### src/rtl/axis_vector_source.sv
// rtl/axis_vector_source.sv - streams a buffered vector of 64-bit words and waits for a 32-bit result
module axis_vector_source #(
    parameter int DEPTH   = 16,
    parameter int TIMEOUT = 1024
) (
    input  logic                       clock,
    input  logic                       reset,
    input  logic                       io_wr_en,
    input  logic [$clog2(DEPTH)-1:0]   io_wr_addr,
    input  logic [63:0]                io_wr_data,
    input  logic [$clog2(DEPTH):0]     io_len,
    input  logic                       io_start,
    output logic                       io_busy,
    output logic                       io_done,
    output logic                       io_timeout,
    output logic [31:0]                io_result,
    output logic [63:0]                io_out_tdata,
    output logic                       io_out_tvalid,
    output logic                       io_out_tuser,
    output logic [7:0]                 io_out_tkeep,
    input  logic                       io_out_tready,
    output logic                       io_out_tlast,
    input  logic [31:0]                io_in_tdata,
    input  logic                       io_in_tvalid,
    output logic                       io_in_tready,
    input  logic                       io_in_tlast
);
    localparam int AW = $clog2(DEPTH);
    localparam int LW = AW + 1;
    localparam int CW = $clog2(TIMEOUT + 1);
    localparam logic [LW-1:0] DEPTH_L = LW'(DEPTH);
    localparam logic [CW-1:0] TMAX    = CW'(TIMEOUT - 1);

    typedef enum logic [1:0] {IDLE, SEND, WAIT} state_t;

    state_t          state_q, state_d;
    logic [63:0]     buffer [DEPTH];
    logic [LW-1:0]   len_q;
    logic [AW-1:0]   idx_q;
    logic [AW-1:0]   idx_nx;
    logic [CW-1:0]   cnt_q;
    logic            len_ok, out_fire, in_fire, beat_last, next_last;

    assign idx_nx    = idx_q + AW'(1);
    assign len_ok    = (io_len != '0) && (io_len <= DEPTH_L);
    assign out_fire  = io_out_tvalid && io_out_tready;
    assign in_fire   = io_in_tvalid && io_in_tready;
    assign beat_last = ({1'b0, idx_q} + LW'(1)) == len_q;
    assign next_last = ({1'b0, idx_q} + LW'(2)) == len_q;

    always_comb begin
        state_d = state_q;
        case (state_q)
            IDLE: if (io_start && len_ok) state_d = SEND;
            SEND: if (out_fire && beat_last) state_d = WAIT;
            // A closing result beat wins over an expiring counter.
            WAIT: if ((in_fire && io_in_tlast) || cnt_q == TMAX) state_d = IDLE;
            default: state_d = IDLE;
        endcase
    end

    // Buffer is deliberately outside the reset domain so contents survive reset.
    always_ff @(posedge clock) begin
        if (!reset && state_q == IDLE && io_wr_en)
            buffer[io_wr_addr] <= io_wr_data;
    end

    always_ff @(posedge clock) begin
        if (reset) begin
            state_q       <= IDLE;
            len_q         <= '0;
            idx_q         <= '0;
            cnt_q         <= '0;
            io_busy       <= 1'b0;
            io_done       <= 1'b0;
            io_timeout    <= 1'b0;
            io_result     <= '0;
            io_out_tdata  <= '0;
            io_out_tvalid <= 1'b0;
            io_out_tuser  <= 1'b0;
            io_out_tkeep  <= 8'hFF;
            io_out_tlast  <= 1'b0;
            io_in_tready  <= 1'b0;
        end else begin
            state_q       <= state_d;
            io_busy       <= state_d != IDLE;
            io_out_tvalid <= state_d == SEND;
            io_in_tready  <= state_d == WAIT;
            io_out_tkeep  <= 8'hFF;
            io_done       <= 1'b0;
            io_timeout    <= 1'b0;
            case (state_q)
                IDLE: begin
                    if (state_d == SEND) begin
                        len_q        <= io_len;
                        idx_q        <= '0;
                        io_out_tdata <= buffer[0];
                        io_out_tuser <= 1'b1;
                        io_out_tlast <= io_len == LW'(1);
                    end
                end
                SEND: begin
                    if (out_fire) begin
                        if (beat_last) begin
                            cnt_q        <= '0;
                            io_out_tuser <= 1'b0;
                            io_out_tlast <= 1'b0;
                        end else begin
                            idx_q        <= idx_nx;
                            io_out_tdata <= buffer[idx_nx];
                            io_out_tuser <= 1'b0;
                            io_out_tlast <= next_last;
                        end
                    end
                end
                WAIT: begin
                    cnt_q <= cnt_q + CW'(1);
                    if (in_fire && io_in_tlast) begin
                        io_result <= io_in_tdata;
                        io_done   <= 1'b1;
                    end else if (cnt_q == TMAX) begin
                        io_timeout <= 1'b1;
                    end
                end
                default: ;
            endcase
        end
    end
endmodule

### config.mk
export PLATFORM = sky130hd
export DESIGN_NAME = axis_vector_source
export DESIGN_NICKNAME = d
export VERILOG_FILES = /design/src/rtl/axis_vector_source.sv
export SDC_FILE = /design/constraint.sdc
export NUM_CORES = 1
export LEC_CHECK = 0
export CAP_MARGIN = 0
export CORE_MARGIN = 5
export CORE_UTILIZATION = 60
export DETAILED_ROUTE_END_ITERATION = 12
export PLACE_DENSITY = 0.8
export SLEW_MARGIN = 5
export SYNTH_ARGS = -nofsm -noshare
export SYNTH_HDL_FRONTEND = slang
export SYNTH_SLANG_ARGS = --single-unit
### constraint.sdc
create_clock -name clock -period 8.2 [get_ports clock]
set_input_delay 1.23 -clock clock [delete_from_list [all_inputs] [get_ports clock]]
set_output_delay 1.23 -clock clock [all_outputs]
set_load 0.01 [all_outputs]
==> metrics.txt, run 1 <==
status complete, no violations; Worst VDD drop ~0.2 mV; EDFF count, synth between 1,000 and 1,500; Finished Core Util around 69%; row cnt 100; Fmax 234 MHz; DPL Wire Length ~55 mm; Synth-to-Final Area Change 15.0%; Via Count 25,011; vias per cell ~6.6; drt first pass iters 6; Seq/Total Area, Yosys roughly three quarters; fin crit share 52.1%; Final TNS setup 0 ns; synth unique cells 60; FILL cells 4,417; GRT Overall Usage between 20% and 30%; Mapped Cells ~2,500; slowest CP cell a2111oi_0; drt drc 0; hold_buf cts 0; CP delay by family, top buffers and inverters; Final WS setup approximately 4 ns; synth top area cells edfxtp_1, mux4_2, dfxtp_1; Critical Path Most Common Cell buf_4; Synth area leader edfxtp_1; Num CTS Buffers 108; Initial Util between 60% and 70%; CP max stage delay 1.02 ns; crit path buf inv count 2; Place WS approximately 3.7 ns; Clock Skew 0.0146 ns; Max clock buf depth 3; Setup Viol. Count Final 0; wirelength, routed around 110 mm; Root Buffer clkbuf_16; area fraction of the dominant cell type after synthesis about two thirds; Avg Inst Size Synth roughly 18 um2; WP data required 8.70 ns; Congestion Overflow GR 0; most common cell in the netlist edfxtp_1; layout cell share with drive strength beyond 1 between 10% and 20%; Synth Cell Area approximately 45,000 um2; height of the die ~280 um; number of global-route vias before repair between 20,000 and 30,000; leakage approximately 16 nW; Clock transition at path regs around 0.060 ns; Worst setup SP type flop; first-pass GRT wire length between 150 and 200 mm; Avg WL per Cell 29.8 um; worst setup path class reg2reg; clock sinks around 1,100; max-slew violations 0; max_slew headroom ~17%; DR iter-0 viols 3,439; Post-DP Area ~48,000 um2; Post-synth ARST share 0%; total I/O pin count 223; worst-skew pair later-pin latency roughly 0.66 ns; largest net degree at the start of global routing approximately 160; min cycle time layout 4.28 ns; die area between 80,000 and 90,000 um2; core area ~74,000 um2; Setup crit end kind flop; Die Wd roughly 280 um; worst slew pin tran 1.24 ns; YS warnings 0; GP Congestion about 0.78; nets 2,810; Hold Crit Class reg2reg; Crit Path Max Fanout 50; critical path data arrival time between 4 and 5 ns; Cell Chain, Critical Path buf_4 -> nand3b_1 -> nand4_1 -> buf_4 -> nor2b_1 -> a2111oi_0 -> a21oi_1; Max-Cap Viols 0; ANT nets after route 0; RSZ-0062 raised after global routing false; Top FF cell, synth edfxtp_1; initial antenna violation count 8; CTS tree done; post_cts resized 0; htree depth 3; PD cells roughly 230 nW/um2; Post-CTS Repair Setup Buffers 0; Final Hold Viols 0; top cells by count, synth edfxtp_1, mux4_2, nand2_1; FF+latch count, synth roughly 1,100; Port Buf Inserts 214; cell area after layout between 50,000 and 60,000 um2
-- power by group --
part | leakage (nW) | switching [W] | internal, W | total (W)
clock network | 1.73 | 0.00212 | 0.00289 | 0.00501
logic | 4.07 | 0.000340 | 0.000243 | 0.000583
registers | 10.2 | 0.0000490 | 0.00644 | 0.00648
total | 16.0 | 0.00251 | 0.00957 | 0.0121
-- worst paths after layout --
| check | cells after the start | end | from | slack, ns |
|---|---|---|---|---|
| hold / removal | 2 | io_result[31] | io_result[31] | 0.45 |
| setup / recovery | 7 | io_out_tdata[4] | idx_q[0] | 3.92 |
| hold reg to reg | 2 | io_result[31] | io_result[31] | 0.45 |
| setup reg to reg | 7 | io_out_tdata[4] | idx_q[0] | 3.92 |
-- final cells by class --
type / count / area (um2) / area share [%]
sequential: 1149 / 33300 / 64.4
multi-input combinational: 1110 / 10900 / 21.1
clock buffer: 140 / 2930 / 5.67
timing repair buffer: 260 / 2510 / 4.86
tap: 969 / 1210 / 2.35
clock inverter: 63 / 601 / 1.16
inverter: 66 / 248 / 0.480
antenna: 6 / 15.0 / 0.0291
-- worst min-delay path: stages (launching register included) --
cell and delay [ns]:
dfxtp_1 0.30, nand2_1 0.05, a21oi_1 0.05
-- routing by layer --
layer  GRT usage, %  vias to the layer above  share of wire [%]
li1               -                    10300                  -
met1           37.1                    12833                 36
met2           46.8                     1651                 51
met3           5.23                      219                 11
met4           9.37                        8                2.4
met5              0                        -              0.048
-- kinds of logic (layout without fill, tap and decap cells) --
kind of cell / after synthesis / count (layout) / share of synthesized area [%]
adders and majority gates: 3 / 3 / 0.0836
and+or+nand+nor: 492 / 492 / 5.26
muxes: 263 / 263 / 13.0
other: 1 / 14 / 0.00835
xor gates and xnor gates: 8 / 8 / 0.206
buffers and inverters: 226 / 529 / 2.18
AOI/OAI and AO/OA: 336 / 336 / 5.21
DFF: 1149 / 1149 / 74.1
-- stage by stage --
| stage | power (W) | hold slack, ns | instances |
|---|---|---|---|
| finish | 0.0121 | 0.454 | 3763 |
| detailed placement | 0.00718 | 0.446 | 3554 |
| global placement | 0.00715 | 0.442 | 3554 |
| floorplan | 0.00689 | 0.444 | 2485 |
| global route | 0.0124 | 0.474 | 3760 |
| CTS | 0.0121 | 0.455 | 3757 |
-- placed cells by master, fill, tap and decap left out, drive strengths merged, types with 12 or more instances in the layout --
cell type	Yosys	layout
bufinv	0	12
a221o	63	63
nor2b	131	131
nand2	208	208
clkdlybuf4s50	0	213
nand2b	12	12
clkinv	0	46
dfxtp	125	125
buf	64	47
a21oi	174	174
a2111oi	64	64
edfxtp	1024	1024
nor2	93	93
clkbuf	96	140
mux4	255	255
inv	66	67
-- sequential cells by signal, summed over array words and instances (netlist names) --
signal	cells
buffer	1024
cnt_q	11
idx_q	4
io_busy	1
io_done	1
io_in_tready	1
io_out_tdata	64
io_out_tlast	1
io_out_tuser	1
io_out_tvalid	1
io_result	32
io_timeout	1
len_q	5
state_q	2
Power figures use the tool's default switching activity.
==> inputs of run 2 (changes only) <==
- clock period: 8.2 -> 4.4 ns (I/O delays scaled with it)
==> metrics.txt, run 2 (same netlist as run 1, synthesis figures left out) <==
status complete, no violations; layout cell share with drive strength beyond 1 18.3% (+0.60 points); DR iter-0 viols 3,264 (-5.1%); RSZ-0062 raised after global routing false; max-slew violations 0 (unchanged); Crit Path Max Fanout 43 (-14%); Avg WL per Cell 28.5 um (-4.1%); initial antenna violation count 11 (+3); Port Buf Inserts 214 (unchanged); GRT Overall Usage 26.7% (-1.0 points); Setup crit end kind flop; Finished Core Util 70.3% (+0.82 points); GP Congestion 0.786 (+0.19%); commonest non-fill, non-tap cell in the layout edfxtp_1; height of the die 284 um (unchanged); PD cells 436 nW/um2 (+86%); r2r endpoint io_out_tdata[24]; Hold Path Depth 2 (unchanged); worst reg-to-reg setup slack 1.00 ns (-2.92 ns); slowest CP cell dfxtp_1; row cnt 100 (unchanged); Cell Chain, Critical Path ha_1 -> xor3_1 -> o22ai_1 -> o211a_4 -> buf_4 -> a221o_1 -> a21oi_1; clock sinks 1,149 (unchanged); register with the most flip-flops buffer; commonest cells after routing, fill and taps aside edfxtp_1, mux4_2, clkdlybuf4s50_1; Clock Skew 0.0277 ns (+0.0130 ns); max_slew headroom 17.3% (about the same); Congestion Overflow GR 0 (unchanged); Hold Crit Class reg2reg; Post-CTS Repair Setup Buffers 0 (unchanged); end of the worst hold path io_result[13]; Clock transition at path regs 0.06 ns (about the same); Worst setup SP type flop; Max clock buf depth 3 (unchanged); CTS tree done; Final Hold Viols 0 (unchanged); Power, Total 0.0228 W (+89%); worst slew pin tran 1.24 ns (-0.00112 ns); worst flop-to-flop path startpoint idx_q[2]; number of global-route vias before repair 26,134 (-1.1%); CP max stage delay 0.73 ns (-0.29 ns); vias per cell 6.58 (-1.1%); worst-skew pair later-pin latency 0.67 ns (about the same); min cycle time layout 3.40 ns (-0.878 ns); largest net degree at the start of global routing 77 (-52%); critical path data arrival time 3.88 ns (-0.90 ns); DPL Wire Length 56.3 mm (+2.0%); max reg flops 1,024 (unchanged); Setup Viol. Count Final 0 (unchanged); Regs by FF count buffer: 1024 flops, io_out_tdata: 64 flops, io_result: 32 flops; drt drc 0 (unchanged); Root Buffer clkbuf_16; Via Count 24,880 (-0.52%); total I/O pin count 223 (unchanged); Initial Util 60.4% (unchanged); hold_sp io_result[13]; WP data required 4.88 ns (-3.82 ns); post_cts resized 0 (unchanged); Synth-to-Final Area Change 16.4%; worst setup path class reg2reg; fin crit share 77.2% (+25 points); leakage 16.3 nW (+1.6%); Post-DP Area 48,500 um2 (+0.87%); Fmax 294 MHz (+26%); core area 74,300 um2 (unchanged); Die Wd 284 um (unchanged); Num CTS Buffers 111 (+2.8%); hold_buf cts 0 (unchanged); cell area after layout 52,300 um2 (+1.2%); nets 2,827 (+0.60%); Final TNS setup 0 ns (unchanged); ANT nets after route 0 (unchanged); wirelength, routed 108 mm (-3.6%); Max-Cap Viols 0 (unchanged); Worst VDD drop 0.345 mV (+67%); die area 80,400 um2 (unchanged); drt first pass iters 6 (unchanged); worst r2r path cells 7 (unchanged); first-pass GRT wire length 163 mm (-2.9%); htree depth 3 (unchanged)
==> run 2: layer usage <==
| metal | wire length, um | up-vias | global-route usage, % |
|---|---|---|---|
| met5 | 26 | - | 0 |
| met4 | 3680 | 4 | 10.6 |
| met3 | 10300 | 283 | 5.18 |
| met2 | 54900 | 1538 | 44.8 |
| met1 | 39000 | 12725 | 35.0 |
| li1 | - | 10330 | - |
==> run 2: worst max path at each step <==
stage                          from          endpoint  slack (ns)  depth (start not counted)
after floorplan               reset      buffer[1][0]       -0.03                          3
after global placement    io_len[0]  io_out_tdata[25]        1.10                          7
after detailed placement  io_len[0]  io_out_tdata[30]        0.91                          7
after CTS                  idx_q[2]  io_out_tdata[24]        1.12                          7
after global routing       idx_q[2]   io_out_tdata[3]        0.91                          7
final                      idx_q[2]  io_out_tdata[24]        1.00                          7
==> run 2: metrics by stage <==
stage                     setup WS, ns  std cells  hold WS (ns)
after floorplan                -0.0272       2485         0.444
after global placement            1.10       3568         0.443
after detailed placement         0.905       3568         0.447
after CTS                         1.12       3775         0.455
after global routing             0.913       3780         0.473
final                             1.00       3784         0.453
==> run 2: area by class of cell <==
class                           count  area [um2]
Multi-Input combinational cell   1110       10900
Sequential cell                  1149       33300
Antenna cell                        9        22.5
Tap cell                          969        1210
Fill cell                        4321       22100
Inverter                           66         248
Timing Repair Buffer              274        2900
Clock buffer                      158        3210
Clock inverter                     49         504
==> run 2: critical path, delay by kind of cell, from the launching register on <==
kind / cells / cell delay (ns)
buf+inv: 1 / 0.50
flops: 1 / 0.73
fa+ha+maj: 1 / 0.39
xor+xnor: 1 / 0.28
compound gates: 4 / 1.26
==> run 2: where the power goes <==
part           switching (W)  internal (W)
clock                0.00395       0.00565
sequential         0.0000875        0.0120
combinational       0.000633      0.000466
==> RTL edit (flow settings as in run 1) <==
Re-encode `state_t` (3 states) as one-hot, 3 bits wide.
--- a/src/rtl/axis_vector_source.sv
+++ b/src/rtl/axis_vector_source.sv
@@ -31,7 +31,7 @@
     localparam logic [LW-1:0] DEPTH_L = LW'(DEPTH);
     localparam logic [CW-1:0] TMAX    = CW'(TIMEOUT - 1);
 
-    typedef enum logic [1:0] {IDLE, SEND, WAIT} state_t;
+    typedef enum logic [2:0] {IDLE = 3'b001, SEND = 3'b010, WAIT = 3'b100} state_t;
 
     state_t          state_q, state_d;
     logic [63:0]     buffer [DEPTH];
Check against the original RTL: no difference found for any inputs over 4 cycles, from zero or initial values and one cycle with reset high; so few cycles prove little.
==> RTL edit against run 1 <==
Setup slack got worse by 170 ps; routed wire length decreased by 3.3%; sequential cell count up 1; area after synthesis shrank 1.7%; non-clock buffer count rose by 3; cell area fell by 1.1%; power is 0.39% lower; hold slack gained 7.0 ps; critical path type unchanged; largest cell class unchanged.
==> RTL edit: results (changes against run 1) <==
Run status
  • Status: completed (unchanged)

Synthesis
  • Number of distinct library cells after synthesis: 47 (was 60)
  • Number of flops mapped to enable cells by yosys: 1024 (unchanged)
  • Sequential area share after synthesis: 75.4% (was 74.1%)
  • Cells taking the most area after synthesis: sky130_fd_sc_hd__edfxtp_1, sky130_fd_sc_hd__mux4_2, sky130_fd_sc_hd__dfxtp_1 (unchanged)
  • Mean Syn Cell Area: 20.0 µm² (was 18.1 µm²)
  • List of most frequent post-synthesis cells: sky130_fd_sc_hd__edfxtp_1, sky130_fd_sc_hd__mux4_2, sky130_fd_sc_hd__dfxtp_1 (was sky130_fd_sc_hd__edfxtp_1, sky130_fd_sc_hd__mux4_2, sky130_fd_sc_hd__nand2_1)

Global routing
  • Overall routing resource usage: 27.5% (was 27.7%)
  • Wire length of the first global-routing pass: 159000 µm (was 168000 µm)
  • Pin count of the biggest net entering global routing: 111 (was 159)
  • Vias in the first global route: 24700 (was 26400)
  • Initial antenna violation count: 16 (was 8)

Pwr
  • Static Leakage: 16.0 nW (about the same)
  • Worst vdd ir: 165 µV (was 206 µV)

Layout
  • Share of final-layout standard cells stronger than drive strength 1: 22.5% (was 17.7%)
  • Final non-filler cell total: 3515 (was 3763)
  • Layout Nets: 2562 (was 2810)

Route
  • Total vias in the final route: 23600 (was 25000)
  • Average wire per cell in the routed design: 30.8 µm (was 29.8 µm)
  • DR iter-0 viols: 3325 (was 3439)
  • Number of iterations in the first detailed-routing pass: 7 (was 6)

Clocking
  • Clock latency at the later pin of the worst-skew pair: 680 ps (was 660 ps)
  • Total clock buffers created by CTS: 110 (was 108)

Placed design
  • Port buffer count: 214 (unchanged)
  • Cells after DPL: 3294 (was 3554)
  • GP Congestion: 0.864 (was 0.784)
  • DPL Wire Length: 54100 µm (was 55100 µm)

Worst setup path
  • Data arrival time of the worst path: 4730 ps (was 4780 ps)
  • Crit Path Max Fanout: 41 (was 50)
  • Flop2flop setup slack: 3750 ps (was 3920 ps)
  • Worst R2R Start: state_q[0] (was idx_q[0])

STA
  • Worst Clk Skew: 32.1 ps (was 14.6 ps)
  • Post-route worst hold slack: 461 ps (was 454 ps)
  • Worst relative slew slack: 16.4% (was 17.3%)

Worst hold path
  • Min-delay src: io_result[14] (was io_result[31])
[RTL edit: kinds of logic after synthesis]
logic type | share of synthesized area, %
AO/OA/AOI/OAI | 5.46
multiplexers | 14.6
other | 0.00850
buffers and inverters | 2.15
flip-flops | 75.4
AND/OR/NAND/NOR | 1.97
adder cells (fa/ha/maj) | 0.0851
XOR/XNOR | 0.357
[RTL edit: area by class of cell]
class	instances	area, µm²
multi-input cells	857	10100
repair buffers	263	2520
inverters	65	244
fillers	4129	21900
flip-flops and latches	1150	33300
diodes	13	32.5
clock inverters	73	771
well taps	959	1200
clock buffers	135	2960
[RTL edit: power by group]
part	switching [mW]	internal, mW	total [mW]
sequential	0.0340	6.44	6.47
combinational	0.221	0.139	0.360
clock	2.16	3.04	5.20
total	2.42	9.61	12.0
[RTL edit: per-stage QoR]
step	utilization, %	setup WS, ps	cell area (µm²)
2_1_floorplan	-	1290	44100
3_3_place_gp	64.9	3620	47300
3_5_place_dp	64.9	3580	47300
4_1_cts	70.0	3850	51100
5_1_grt	70.0	3600	51100
6_report	70.0	3750	51100
[RTL edit: final timing paths]
path	end
hold reg to reg	io_result[14]
hold / removal	io_result[14]
setup reg to reg	buffer[9][0]
setup / recovery	buffer[9][0]
[RTL edit: worst max-delay path: stages (launching register included)]
cell and delay [ps]:
sky130_fd_sc_hd__dfxtp_1 400, sky130_fd_sc_hd__nor2b_1 210, sky130_fd_sc_hd__nor2b_1 730, sky130_fd_sc_hd__nand3b_1 550, sky130_fd_sc_hd__nor2_1 240, sky130_fd_sc_hd__nand2_1 250
sky130_fd_sc_hd__nor2_4 830, sky130_fd_sc_hd__buf_4 800
[RTL edit: per-layer routing]
layer | vias to the layer above | part of all wire, % | GRT usage [%]
met5 | - | 0.023 | 0
met4 | 4 | 3.6 | 11.3
met3 | 267 | 11 | 6.70
met2 | 1578 | 51 | 45.3
met1 | 12100 | 34 | 35.8
li1 | 9573 | - | -
